[src/rtl/bank_state_tracker_pkg.sv]
// Shared command-word layout, DDR command encodings and error-flag indices
// for the per-rank, per-bank DRAM state tracker.
package bank_state_tracker_pkg;

  // Command-word field positions (row and bank sit at the bottom of the word).
  localparam int CMD_DDR_BIT = 31;
  localparam int CMD_CS_LSB  = 27;
  localparam int CMD_RAS_BIT = 26;
  localparam int CMD_CAS_BIT = 25;
  localparam int CMD_WE_BIT  = 24;
  localparam int CMD_A10_BIT = 10;

  // {RAS, CAS, WE} encodings of the commands the tracker reacts to.
  localparam logic [2:0] RCW_ACT = 3'b011;
  localparam logic [2:0] RCW_PRE = 3'b010;
  localparam logic [2:0] RCW_RD  = 3'b101;
  localparam logic [2:0] RCW_WR  = 3'b100;
  localparam logic [2:0] RCW_REF = 3'b001;

  localparam int ERR_WIDTH       = 3;
  localparam int ERR_ACT_OPEN    = 0;
  localparam int ERR_RDWR_CLOSED = 1;
  localparam int ERR_REF_OPEN    = 2;

  typedef enum logic [2:0] {
    CMD_NOP,
    CMD_ACT,
    CMD_PRE,
    CMD_RD,
    CMD_WR,
    CMD_REF
  } cmd_e;

  // Per-bank load strobes produced by the top-level demux.
  typedef struct packed {
    logic act;
    logic pre;
    logic pre_row;
  } bank_ld_t;

  function automatic cmd_e decode_cmd(input logic [2:0] rcw);
    case (rcw)
      RCW_ACT: return CMD_ACT;
      RCW_PRE: return CMD_PRE;
      RCW_RD:  return CMD_RD;
      RCW_WR:  return CMD_WR;
      RCW_REF: return CMD_REF;
      default: return CMD_NOP;
    endcase
  endfunction

  function automatic int min1_clog2(input int n);
    return (n > 1) ? $clog2(n) : 1;
  endfunction

endpackage

[src/rtl/bank_state_tracker_bank_timer.sv]
// One bank's open flag, last row, tRCD/tRP/tRAS countdowns and saturating
// ACT counter; loaded by the top-level command demux.
module bank_timer
  import bank_state_tracker_pkg::*;
#(
  parameter int ROW_WIDTH     = 16,
  parameter int CNT_WIDTH     = 5,
  parameter int T_RCD         = 4,
  parameter int T_RP          = 4,
  parameter int T_RAS         = 10,
  parameter int ACT_CNT_WIDTH = 16
) (
  input  logic                     clk,
  input  logic                     rst_ni,
  input  bank_ld_t                 ld_i,
  input  logic                     cnt_clr_i,
  input  logic [ROW_WIDTH-1:0]     row_i,
  output logic                     open_o,
  output logic [ROW_WIDTH-1:0]     row_o,
  output logic                     rcd_done_o,
  output logic                     rp_done_o,
  output logic                     ras_done_o,
  output logic [ACT_CNT_WIDTH-1:0] act_cnt_o
);

  localparam logic [CNT_WIDTH-1:0] RCD_LOAD = CNT_WIDTH'(T_RCD);
  localparam logic [CNT_WIDTH-1:0] RP_LOAD  = CNT_WIDTH'(T_RP);
  localparam logic [CNT_WIDTH-1:0] RAS_LOAD = CNT_WIDTH'(T_RAS);

  logic                     open_q, open_d;
  logic [ROW_WIDTH-1:0]     row_q, row_d;
  logic [CNT_WIDTH-1:0]     rcd_q, rcd_d;
  logic [CNT_WIDTH-1:0]     rp_q, rp_d;
  logic [CNT_WIDTH-1:0]     ras_q, ras_d;
  logic [ACT_CNT_WIDTH-1:0] cnt_q, cnt_d;
  logic [ACT_CNT_WIDTH-1:0] cnt_base;

  // A reload always beats the running decrement.
  function automatic logic [CNT_WIDTH-1:0] next_count(
    input logic                 load,
    input logic [CNT_WIDTH-1:0] reload,
    input logic [CNT_WIDTH-1:0] cur
  );
    if (load) return reload;
    if (cur != '0) return cur - 1'b1;
    return cur;
  endfunction

  // NOTE: every always_comb output gets a default first so no path can infer a latch.
  always_comb begin
    open_d = open_q;
    row_d  = row_q;
    rcd_d  = next_count(ld_i.act, RCD_LOAD, rcd_q);
    ras_d  = next_count(ld_i.act, RAS_LOAD, ras_q);
    rp_d   = next_count(ld_i.pre, RP_LOAD, rp_q);

    if (ld_i.act) begin
      open_d = 1'b1;
      row_d  = row_i;
    end else if (ld_i.pre) begin
      open_d = 1'b0;
      if (ld_i.pre_row) row_d = row_i;
    end

    cnt_base = cnt_clr_i ? '0 : cnt_q;
    cnt_d    = cnt_base;
    if (ld_i.act && (cnt_base != '1)) cnt_d = cnt_base + 1'b1;
  end

  // NOTE: sequential state uses non-blocking assignments so all banks update from the same pre-edge values.
  always_ff @(posedge clk or negedge rst_ni) begin
    if (!rst_ni) begin
      open_q <= 1'b0;
      row_q  <= '0;
      rcd_q  <= '0;
      rp_q   <= '0;
      ras_q  <= '0;
      cnt_q  <= '0;
    end else begin
      open_q <= open_d;
      row_q  <= row_d;
      rcd_q  <= rcd_d;
      rp_q   <= rp_d;
      ras_q  <= ras_d;
      cnt_q  <= cnt_d;
    end
  end

  assign open_o     = open_q;
  assign row_o      = row_q;
  assign rcd_done_o = (rcd_q == '0);
  assign rp_done_o  = (rp_q == '0);
  assign ras_done_o = (ras_q == '0);
  assign act_cnt_o  = cnt_q;

endmodule

[src/rtl/bank_state_tracker.sv]
// DRAM bank state tracker: decodes the CMD_RECV stream, demuxes it onto a
// rank x bank grid of bank_timer instances, flags protocol errors, answers queries.
module bank_state_tracker
  import bank_state_tracker_pkg::*;
#(
  parameter int ROW_WIDTH     = 16,
  parameter int BANK_WIDTH    = 3,
  parameter int CS_WIDTH      = 1,
  parameter int CNT_WIDTH     = 5,
  parameter int T_RCD         = 4,
  parameter int T_RP          = 4,
  parameter int T_RAS         = 10,
  parameter int ACT_CNT_WIDTH = 16,
  parameter bit TRACK_MNT     = 1'b1
) (
  input  logic                                clk,
  input  logic                                rst,
  input  logic [31:0]                         instr,
  input  logic                                is_app,
  input  logic                                is_mnt,
  input  logic                                cnt_clr,
  input  logic                                err_clr,
  input  logic [min1_clog2(CS_WIDTH)-1:0]     maint_rank,
  input  logic [BANK_WIDTH-1:0]               maint_bank,
  output logic                                maint_open,
  output logic [ROW_WIDTH-1:0]                maint_row,
  output logic                                maint_act_ok,
  output logic                                maint_rdwr_ok,
  output logic                                maint_pre_ok,
  output logic [ACT_CNT_WIDTH-1:0]            maint_act_cnt,
  output logic [ERR_WIDTH-1:0]                protocol_err
);

  localparam int NUM_BANKS = 1 << BANK_WIDTH;
  localparam int RANK_W    = min1_clog2(CS_WIDTH);
  localparam int CNT_LIMIT = (1 << CNT_WIDTH) - 1;

  if (T_RCD > CNT_LIMIT || T_RP > CNT_LIMIT || T_RAS > CNT_LIMIT ||
      T_RCD < 0 || T_RP < 0 || T_RAS < 0) begin : g_bad_timing
    $error("bank_state_tracker: T_RCD/T_RP/T_RAS must fit in CNT_WIDTH bits");
  end
  if (ROW_WIDTH + BANK_WIDTH > CMD_WE_BIT || CMD_CS_LSB + CS_WIDTH > CMD_DDR_BIT) begin : g_bad_layout
    $error("bank_state_tracker: row/bank/CS fields overlap command bits");
  end

  logic                  cmd_valid;
  cmd_e                  cmd;
  logic [CS_WIDTH-1:0]   rank_sel;
  logic [BANK_WIDTH-1:0] cmd_bank;
  logic [ROW_WIDTH-1:0]  cmd_row;
  logic                  cmd_a10;
  logic                  instr_unused;

  assign cmd_valid = (is_app | (TRACK_MNT & is_mnt)) & instr[CMD_DDR_BIT];
  assign cmd       = cmd_valid ? decode_cmd({instr[CMD_RAS_BIT], instr[CMD_CAS_BIT], instr[CMD_WE_BIT]})
                               : CMD_NOP;
  // CS is active-low: every rank with a low bit is a target.
  assign rank_sel  = ~instr[CMD_CS_LSB +: CS_WIDTH];
  assign cmd_bank  = instr[ROW_WIDTH +: BANK_WIDTH];
  assign cmd_row   = instr[ROW_WIDTH-1:0];
  assign cmd_a10   = instr[CMD_A10_BIT];
  assign instr_unused = ^instr;

  logic                     bank_open [CS_WIDTH][NUM_BANKS];
  logic [ROW_WIDTH-1:0]     bank_row  [CS_WIDTH][NUM_BANKS];
  logic                     bank_rcd  [CS_WIDTH][NUM_BANKS];
  logic                     bank_rp   [CS_WIDTH][NUM_BANKS];
  logic                     bank_ras  [CS_WIDTH][NUM_BANKS];
  logic [ACT_CNT_WIDTH-1:0] bank_cnt  [CS_WIDTH][NUM_BANKS];

  for (genvar r = 0; r < CS_WIDTH; r++) begin : g_rank
    for (genvar b = 0; b < NUM_BANKS; b++) begin : g_bank
      bank_ld_t ld;
      logic     bank_hit;

      assign bank_hit   = rank_sel[r] && (cmd_bank == BANK_WIDTH'(b));
      assign ld.act     = bank_hit && (cmd == CMD_ACT);
      assign ld.pre     = rank_sel[r] && (cmd == CMD_PRE) && (cmd_a10 || (cmd_bank == BANK_WIDTH'(b)));
      assign ld.pre_row = !cmd_a10;

      bank_timer #(
        .ROW_WIDTH    (ROW_WIDTH),
        .CNT_WIDTH    (CNT_WIDTH),
        .T_RCD        (T_RCD),
        .T_RP         (T_RP),
        .T_RAS        (T_RAS),
        .ACT_CNT_WIDTH(ACT_CNT_WIDTH)
      ) u_bank (
        .clk       (clk),
        .rst_ni    (rst),
        .ld_i      (ld),
        .cnt_clr_i (cnt_clr),
        .row_i     (cmd_row),
        .open_o    (bank_open[r][b]),
        .row_o     (bank_row[r][b]),
        .rcd_done_o(bank_rcd[r][b]),
        .rp_done_o (bank_rp[r][b]),
        .ras_done_o(bank_ras[r][b]),
        .act_cnt_o (bank_cnt[r][b])
      );
    end
  end

  logic [ERR_WIDTH-1:0] err_q, err_d, err_new;
  logic                 rank_any_open;

  // Errors are judged against pre-command state of every targeted rank.
  always_comb begin
    err_new       = '0;
    rank_any_open = 1'b0;
    for (int r = 0; r < CS_WIDTH; r++) begin
      rank_any_open = 1'b0;
      for (int b = 0; b < NUM_BANKS; b++) rank_any_open = rank_any_open | bank_open[r][b];
      if (rank_sel[r]) begin
        case (cmd)
          CMD_ACT:        if (bank_open[r][cmd_bank])  err_new[ERR_ACT_OPEN]    = 1'b1;
          CMD_RD, CMD_WR: if (!bank_open[r][cmd_bank]) err_new[ERR_RDWR_CLOSED] = 1'b1;
          CMD_REF:        if (rank_any_open)           err_new[ERR_REF_OPEN]    = 1'b1;
          default: ;
        endcase
      end
    end
    err_d = (err_clr ? '0 : err_q) | err_new;
  end

  always_ff @(posedge clk or negedge rst) begin
    if (!rst) err_q <= '0;
    else      err_q <= err_d;
  end

  assign protocol_err = err_q;

  // A rank index with no matching rank falls through to the reset-state answer.
  always_comb begin
    maint_open    = 1'b0;
    maint_row     = '0;
    maint_act_ok  = 1'b1;
    maint_rdwr_ok = 1'b0;
    maint_pre_ok  = 1'b1;
    maint_act_cnt = '0;
    for (int r = 0; r < CS_WIDTH; r++) begin
      for (int b = 0; b < NUM_BANKS; b++) begin
        if (maint_rank == RANK_W'(r) && maint_bank == BANK_WIDTH'(b)) begin
          maint_open    = bank_open[r][b];
          maint_row     = bank_row[r][b];
          maint_act_ok  = !bank_open[r][b] && bank_rp[r][b];
          maint_rdwr_ok = bank_open[r][b] && bank_rcd[r][b];
          maint_pre_ok  = bank_ras[r][b];
          maint_act_cnt = bank_cnt[r][b];
        end
      end
    end
  end

endmodule

[config.mk]
export PLATFORM = sky130hd
export DESIGN_NAME = bank_state_tracker
export DESIGN_NICKNAME = d
export VERILOG_FILES = /design/src/rtl/bank_state_tracker_pkg.sv /design/src/rtl/bank_state_tracker_bank_timer.sv /design/src/rtl/bank_state_tracker.sv
export SDC_FILE = /design/constraint.sdc
export NUM_CORES = 1
export LEC_CHECK = 0
export ABC_AREA = 0
export ABC_CLOCK_PERIOD_IN_PS = 3400
export CAP_MARGIN = 0
export CORE_UTILIZATION = 55
export DETAILED_ROUTE_END_ITERATION = 7
export GPL_TIMING_DRIVEN = 0
export PLACE_DENSITY_LB_ADDON = 0.25
export RECOVER_POWER = 50
export SYNTH_ARGS = -nofsm -noshare
export SYNTH_HDL_FRONTEND = slang
export SYNTH_SLANG_ARGS = --single-unit
[constraint.sdc]
create_clock -name clk -period 3.4 [get_ports clk]
set_input_delay 1.02 -clock clk [delete_from_list [all_inputs] [get_ports clk]]
set_output_delay 1.02 -clock clk [all_outputs]
set_load 0.02 [all_outputs]
* Word level (Yosys, flattened, before mapping) *
Cells that the tools add are included.

cells by class
  order comparisons = 1
  reduce and logical (&&, ||, !) cells = 164
  bitwise logic cells = 13
  equality and inequality tests = 40
  $add $sub $neg = 32
  muxes and demuxes = 270

operators with widths
  operator                                                  count
  2-to-1 mux 16 bit                                         49
  2-to-1 mux 5 bit                                          96
  adder 16 x 1 -> 16 bit, second input constant             8
  inequality test 16 bit, second input constant             8
  logical NOT 5 bit                                         24
  2-to-1 mux 1 bit                                          120
  nonzero test 5 bit                                        24
  subtractor 5 x 1 -> 5 bit, second input constant          24
  nonzero test 2 bit                                        32
  logical AND 1 bit                                         57
  == test 3 bit, second input constant                      12
  == test 3 x 2 -> 1 bit, second input constant             8
  inequality test 2 x 1 -> 1 bit, second input constant     8
  AND reduction 2 bit                                       8
  one-hot mux 3 bit (5 select lines)                        1
  == test 3 x 1 -> 1 bit, second input constant             4
  2-to-1 mux 3 bit                                          3
  logical NOT 1 bit                                         8
  logical OR 1 bit                                          8
  OR 1 bit                                                  8
  logical NOT 3 bit                                         2
  greater-or-equal comparator 4 bit, second input constant  1
  inverter 3 -> 4 bit                                       1
  binary-select mux 1 bit (select 3 bit)                    1
  4 further kinds                                           5

word-level totals
  flip-flop bits (word level) = 387
  input port bits = 42
  output and inout bits = 39
  logic and storage cells = 569

* Longest topological paths before layout *
  depth in word-level cells = 11
  gate-level depth with buffers = 10
  mapped depth without buffers = 7

* Cells and area by module *
Synthesis repeated with hierarchy kept, for this count alone.

second synthesis, totals
  cell total of the unflattened synthesis = 1999
  area total of the unflattened synthesis = 20498.4 um^2

by module, submodules not included
  module                                       instances  cells each  seq. area each (um^2)  area an instance (um^2)
  bank_timer (g_rank[0].g_bank[0].u_bank ...)  6          191         1201.2                 2190.9
  bank_timer (g_rank[0].g_bank[6].u_bank ...)  2          195         1201.2                 2203.4
  bank_state_tracker                           1          463         75.1                   2946.6

* Worst setup path before layout *
OpenSTA, ideal clock, no wires.

  path kind = input to output
  start point = in maint_bank[0]
  end point = out maint_act_cnt[0]
  cell stages on the path = 6
  setup slack = -0.297 ns
  required time = 2.380 ns
  buffers on the path = 2
  data arrival time = 2.677 ns
  cell sequence = buf_2 -> buf_2 -> clkinv_1 -> nor3_1 -> a222oi_1 -> a31oi_1

on the way
  cells in the longest elaborated chain, start to end = 10
  elaborated cells between the ends (all ways) = 24
  classes of those cells = eq/ne: 7; mux: 8; reduce/logical: 9

RTL lines
  item                             RTL line                   text
  start, declared                  bank_state_tracker.sv:24   input logic [BANK_WIDTH-1:0] maint_bank,
  logical NOT 3 bit                bank_state_tracker.sv:143  if (maint_rank == RANK_W'(r) && maint_bank == BANK_WIDTH'(b)) begin
  logical AND 1 bit                bank_state_tracker.sv:143
  2-to-1 mux 16 bit (7 in series)  bank_state_tracker.sv:143
  2-to-1 mux 16 bit (*)            bank_state_tracker.sv:143
  end, declared                    bank_state_tracker.sv:30   output logic [ACT_CNT_WIDTH-1:0] maint_act_cnt,

Every way passes the cells marked *; elsewhere a longest branch is shown, timed or not.

* Worst setup path after layout *
  start point = reg g_rank[0].g_bank[6].u_bank.rp_q[1]
  end point = out maint_act_ok

on the way
  cells in the longest elaborated chain, start to end = 4

RTL lines
  item                            RTL line                             text
  start, declared                 bank_state_tracker_bank_timer.sv:33  logic [CNT_WIDTH-1:0] rp_q, rp_d;
  start signal, assigned          bank_state_tracker_bank_timer.sv:83  rp_q <= rp_d;
  logical NOT 5 bit               bank_state_tracker_bank_timer.sv:92  assign rp_done_o = (rp_q == '0);
  logical AND 1 bit               bank_state_tracker.sv:146            maint_act_ok = !bank_open[r][b] && bank_rp[r][b];
  2-to-1 mux 1 bit (2 in series)  bank_state_tracker.sv:143
  end, declared                   bank_state_tracker.sv:27             output logic maint_act_ok,

Every way passes these cells.

==> metrics.yaml <==
cts-buffers-inserted: 42
worstSetupPathType: "reg -> out"
tightest_slew_ns: 1.94
hold_path.class: "reg -> reg"
ctsRootBufferMaster: "clkbuf_16"
slew_headroom_pct: -29.4
cp.required_ns: 2.38
synth.largest_area_cell: "dfrtp_1"
synth_nets: 2160
avgViaCountPerCell: 6.43
cellLeakagePower_uw: 0.0114
clock-sinks: 387
finalSetupViolations: 26
initial_core_util_pct: 56.5
power.density_nw_per_um2: 585
port_buffers: 68
routed_wl_um: 67600
drive_gt1_share_pct: 25.0
grt_pass1_vias: 17600
drtIter0Drc: 1980
dieHeight_um: 197
grt_overflow_total: 0
yosys.cell_types.count: 76
synthCells: 2072
track_usage_pct: 34.9
yosysWarnings: 0
grt_max_degree: 129
fin_nets: 2347
drv_slew: 34
die_x_um: 197
violations: "max-capacitance violations, max-slew violations, negative setup slack"
async_reset_ff_share_pct: 100
grt_first_pass_wirelength_um: 102000
ir_drop_mv: 0.376
setup_ws_ns: -0.238
clockBufferDepth: 3
outcome: "finished with violations"
rsz0062_at_grt: "yes"
synthTopCellsByArea: "dfrtp_1, mux2_2, xnor2_1"
synth-edff-count: 0
num_rows: 70
ios: 81
crit_path_top_delay_cell: "or4b_4"
arrival_ns: 2.62
core_um2: 37000
antenna_left: 0
total_power_uw: 15200
endpoint_kind: "output port"
critPathTopFamily: "simple AND/OR/NAND/NOR gates"
finalHoldViolCount: 0
cts_tree: "done"
crit_path_max_fanout: 3
antenna_found_initial: 3
avgSynthCellArea_um2: 10.1
fin_crit_sh_pct: 107
final_core_util_pct: 70.1
tns_ns: -2.26
finalClockSkew_ns: 0.0207
maxCapViolCount: 1
hold_buffers: 0
worst-path-buf-inv: 2
place_hpwl_um: 44200
synth_ff_type: "dfrtp_1"
post-route-min-period_ns: 3.64
via_count: 18000
path_cells: "inv_1 > ha_2 > or4b_4 > or3_4 > o41ai_1 > a22oi_1 > o21ai_2 > buf_6"
wl_per_cell_um: 24.2
synth-seq-cells: 387
synthesis.area_um2: 20900
cpPeakStageDelay_ns: 0.49
yosysSeqAreaShare_pct: 46.4
syn_to_final_growth_pct: 24.1
drc_errors: 0
gp_congestion: 0.985
path_clk_slew_ns: 0.06
fmax_mhz: 275
htreeDepth: 2
dr.pass1.iters: 6
worstSkewPairLatency_ns: 0.58
startpoint_type: "register"
die_area_um2: 38700
netlist.area_leader.share_pct: 46.4
path summary, 6_finish.rpt:
path	from	to	slack, ns	depth (start not counted)
setup reg to reg	g_rank[0].g_bank[4].u_bank.act_cnt_o[0]	g_rank[0].g_bank[4].u_bank.act_cnt_o[15]	1.06	7
hold / removal	g_rank[0].g_bank[5].u_bank.row_o[10]	g_rank[0].g_bank[5].u_bank.row_o[10]	0.49	1
max in group asynchronous	rst	g_rank[0].g_bank[6].u_bank.act_cnt_o[10]	0.46	2
min in group asynchronous	rst	g_rank[0].g_bank[0].u_bank.ras_q[2]	0.99	1
setup / recovery	g_rank[0].g_bank[6].u_bank.rp_q[1]	maint_act_ok	-0.24	8
hold reg to reg	g_rank[0].g_bank[5].u_bank.row_o[10]	g_rank[0].g_bank[5].u_bank.row_o[10]	0.49	1
stage by stage:
step	instances	hold WS, ns	setup WS (ns)	cell area, um^2
2_1_floorplan	2072	0.447	-0.0450	20900
3_3_place_gp	2644	0.465	-15.80	22300
3_5_place_dp	2647	0.477	-2.46	22300
4_1_cts	2770	0.319	-0.189	25300
5_1_grt	2795	0.499	-0.270	25900
6_report	2795	0.494	-0.238	25900
report_power, final:
part           switching (uW)  total, uW  internal [uW]
logic                    2070       4010           1940
registers                 798       6300           5500
clock network            1980       4850           2870
area by class of cell:
type                    instances  area, um^2
clock buffers                  57        1210
plain buffers                  89         870
diodes                          2        5.00
flip-flops and latches        387        9680
inverters                      74         285
fillers                      2646       11100
clock inverters                17         238
well taps                     504         631
multi-input cells            1514       11400
repair buffers                151        1580
synthesized netlist by cell type (7+ instances only):
cell / instances
o22ai_1: 19
mux2i_1: 24
or3b_2: 9
o211ai_1: 10
mux2_2: 144
ha_1: 46
xnor2_1: 105
a221oi_1: 7
nor4b_1: 17
nand4b_1: 9
nand2_1: 152
nor3_1: 36
a211o_1: 8
a21oi_1: 83
nand3_1: 58
nand2b_1: 28
buf_1: 7
and4_1: 11
a2bb2oi_1: 8
a211oi_1: 20
nand3b_1: 10
xor2_1: 21
nand4_1: 38
and2_1: 11
o21ai_0: 73
dfrtp_1: 387
clkbuf_1: 64
o31ai_1: 12
nor3b_1: 10
nor2_1: 230
or3_1: 41
nor4_1: 35
mux4_2: 21
a22o_1: 10
buf_2: 22
nor2b_1: 68
and3_1: 30
a31oi_1: 7
or4_1: 11
inv_1: 73
logic make-up (layout without fill, tap and decap cells):
group / count (synthesis) / count (layout) / synth area share, %
and+or+nand+nor: 840 / 840 / 21.4
DFF: 387 / 387 / 46.4
AOI/OAI and AO/OA: 313 / 313 / 9.70
muxes: 189 / 189 / 11.2
buffers and inverters: 171 / 388 / 3.28
xor gates and xnor gates: 126 / 126 / 5.29
adders and majority gates: 46 / 46 / 2.76
other: 0 / 2 / 0
placed cells by master (no fill, tap or decap), types with 10 or more instances in the layout:
master	netlist	final
dfrtp_1	387	387
nor2_1	230	218
nand2_1	152	145
mux2_2	144	143
xnor2_1	105	105
inv_1	73	71
buf_4	4	70
a21oi_1	83	70
nor2b_1	68	63
nand3_1	58	56
clkbuf_16	0	56
o21ai_0	73	53
ha_1	46	43
or3_1	41	40
nand4_1	38	38
clkbuf_1	64	35
nor3_1	36	35
nor4_1	35	33
buf_6	0	33
and3_1	30	30
clkdlybuf4s50_1	0	26
nand2b_1	28	25
mux2i_1	24	23
buf_2	22	22
xor2_1	21	21
mux4_2	21	21
clkbuf_8	0	20
a211oi_1	20	17
a21oi_2	2	15
o21ai_1	4	12
o22ai_1	19	12
and4_1	11	11
o31ai_1	12	11
nor2_2	6	11
o21ai_2	0	11
nor4b_4	0	11
or4_1	11	10
nand3b_1	10	10
o211ai_1	10	10
buf_12	0	10
state kept, by name, summed over array words and instances, names as in the netlist:
register,count
g_rank.g_bank.u_bank.open_o,8
g_rank.g_bank.u_bank.ras_q,40
g_rank.g_bank.u_bank.row_o,128
g_rank.g_bank.u_bank.rp_q,40
protocol_err,3
g_rank.g_bank.u_bank.act_cnt_o,128
g_rank.g_bank.u_bank.rcd_q,40
layer usage:
layer  track usage (%)  share of wire (%)
met1              46.0                 39
met2              54.1                 45
met3              7.17                9.7
met4              19.1                6.0
met5                 0              0.019
timing repair:
action | in CTS | in global routing
cloned | 10 | 1
endpoints found under the setup margin | 161 | 52
gates resized for setup | 428 | 110
setup buffers | 46 | 23
pin swaps | 51 | 56
(Power assumes the default switching activity.)
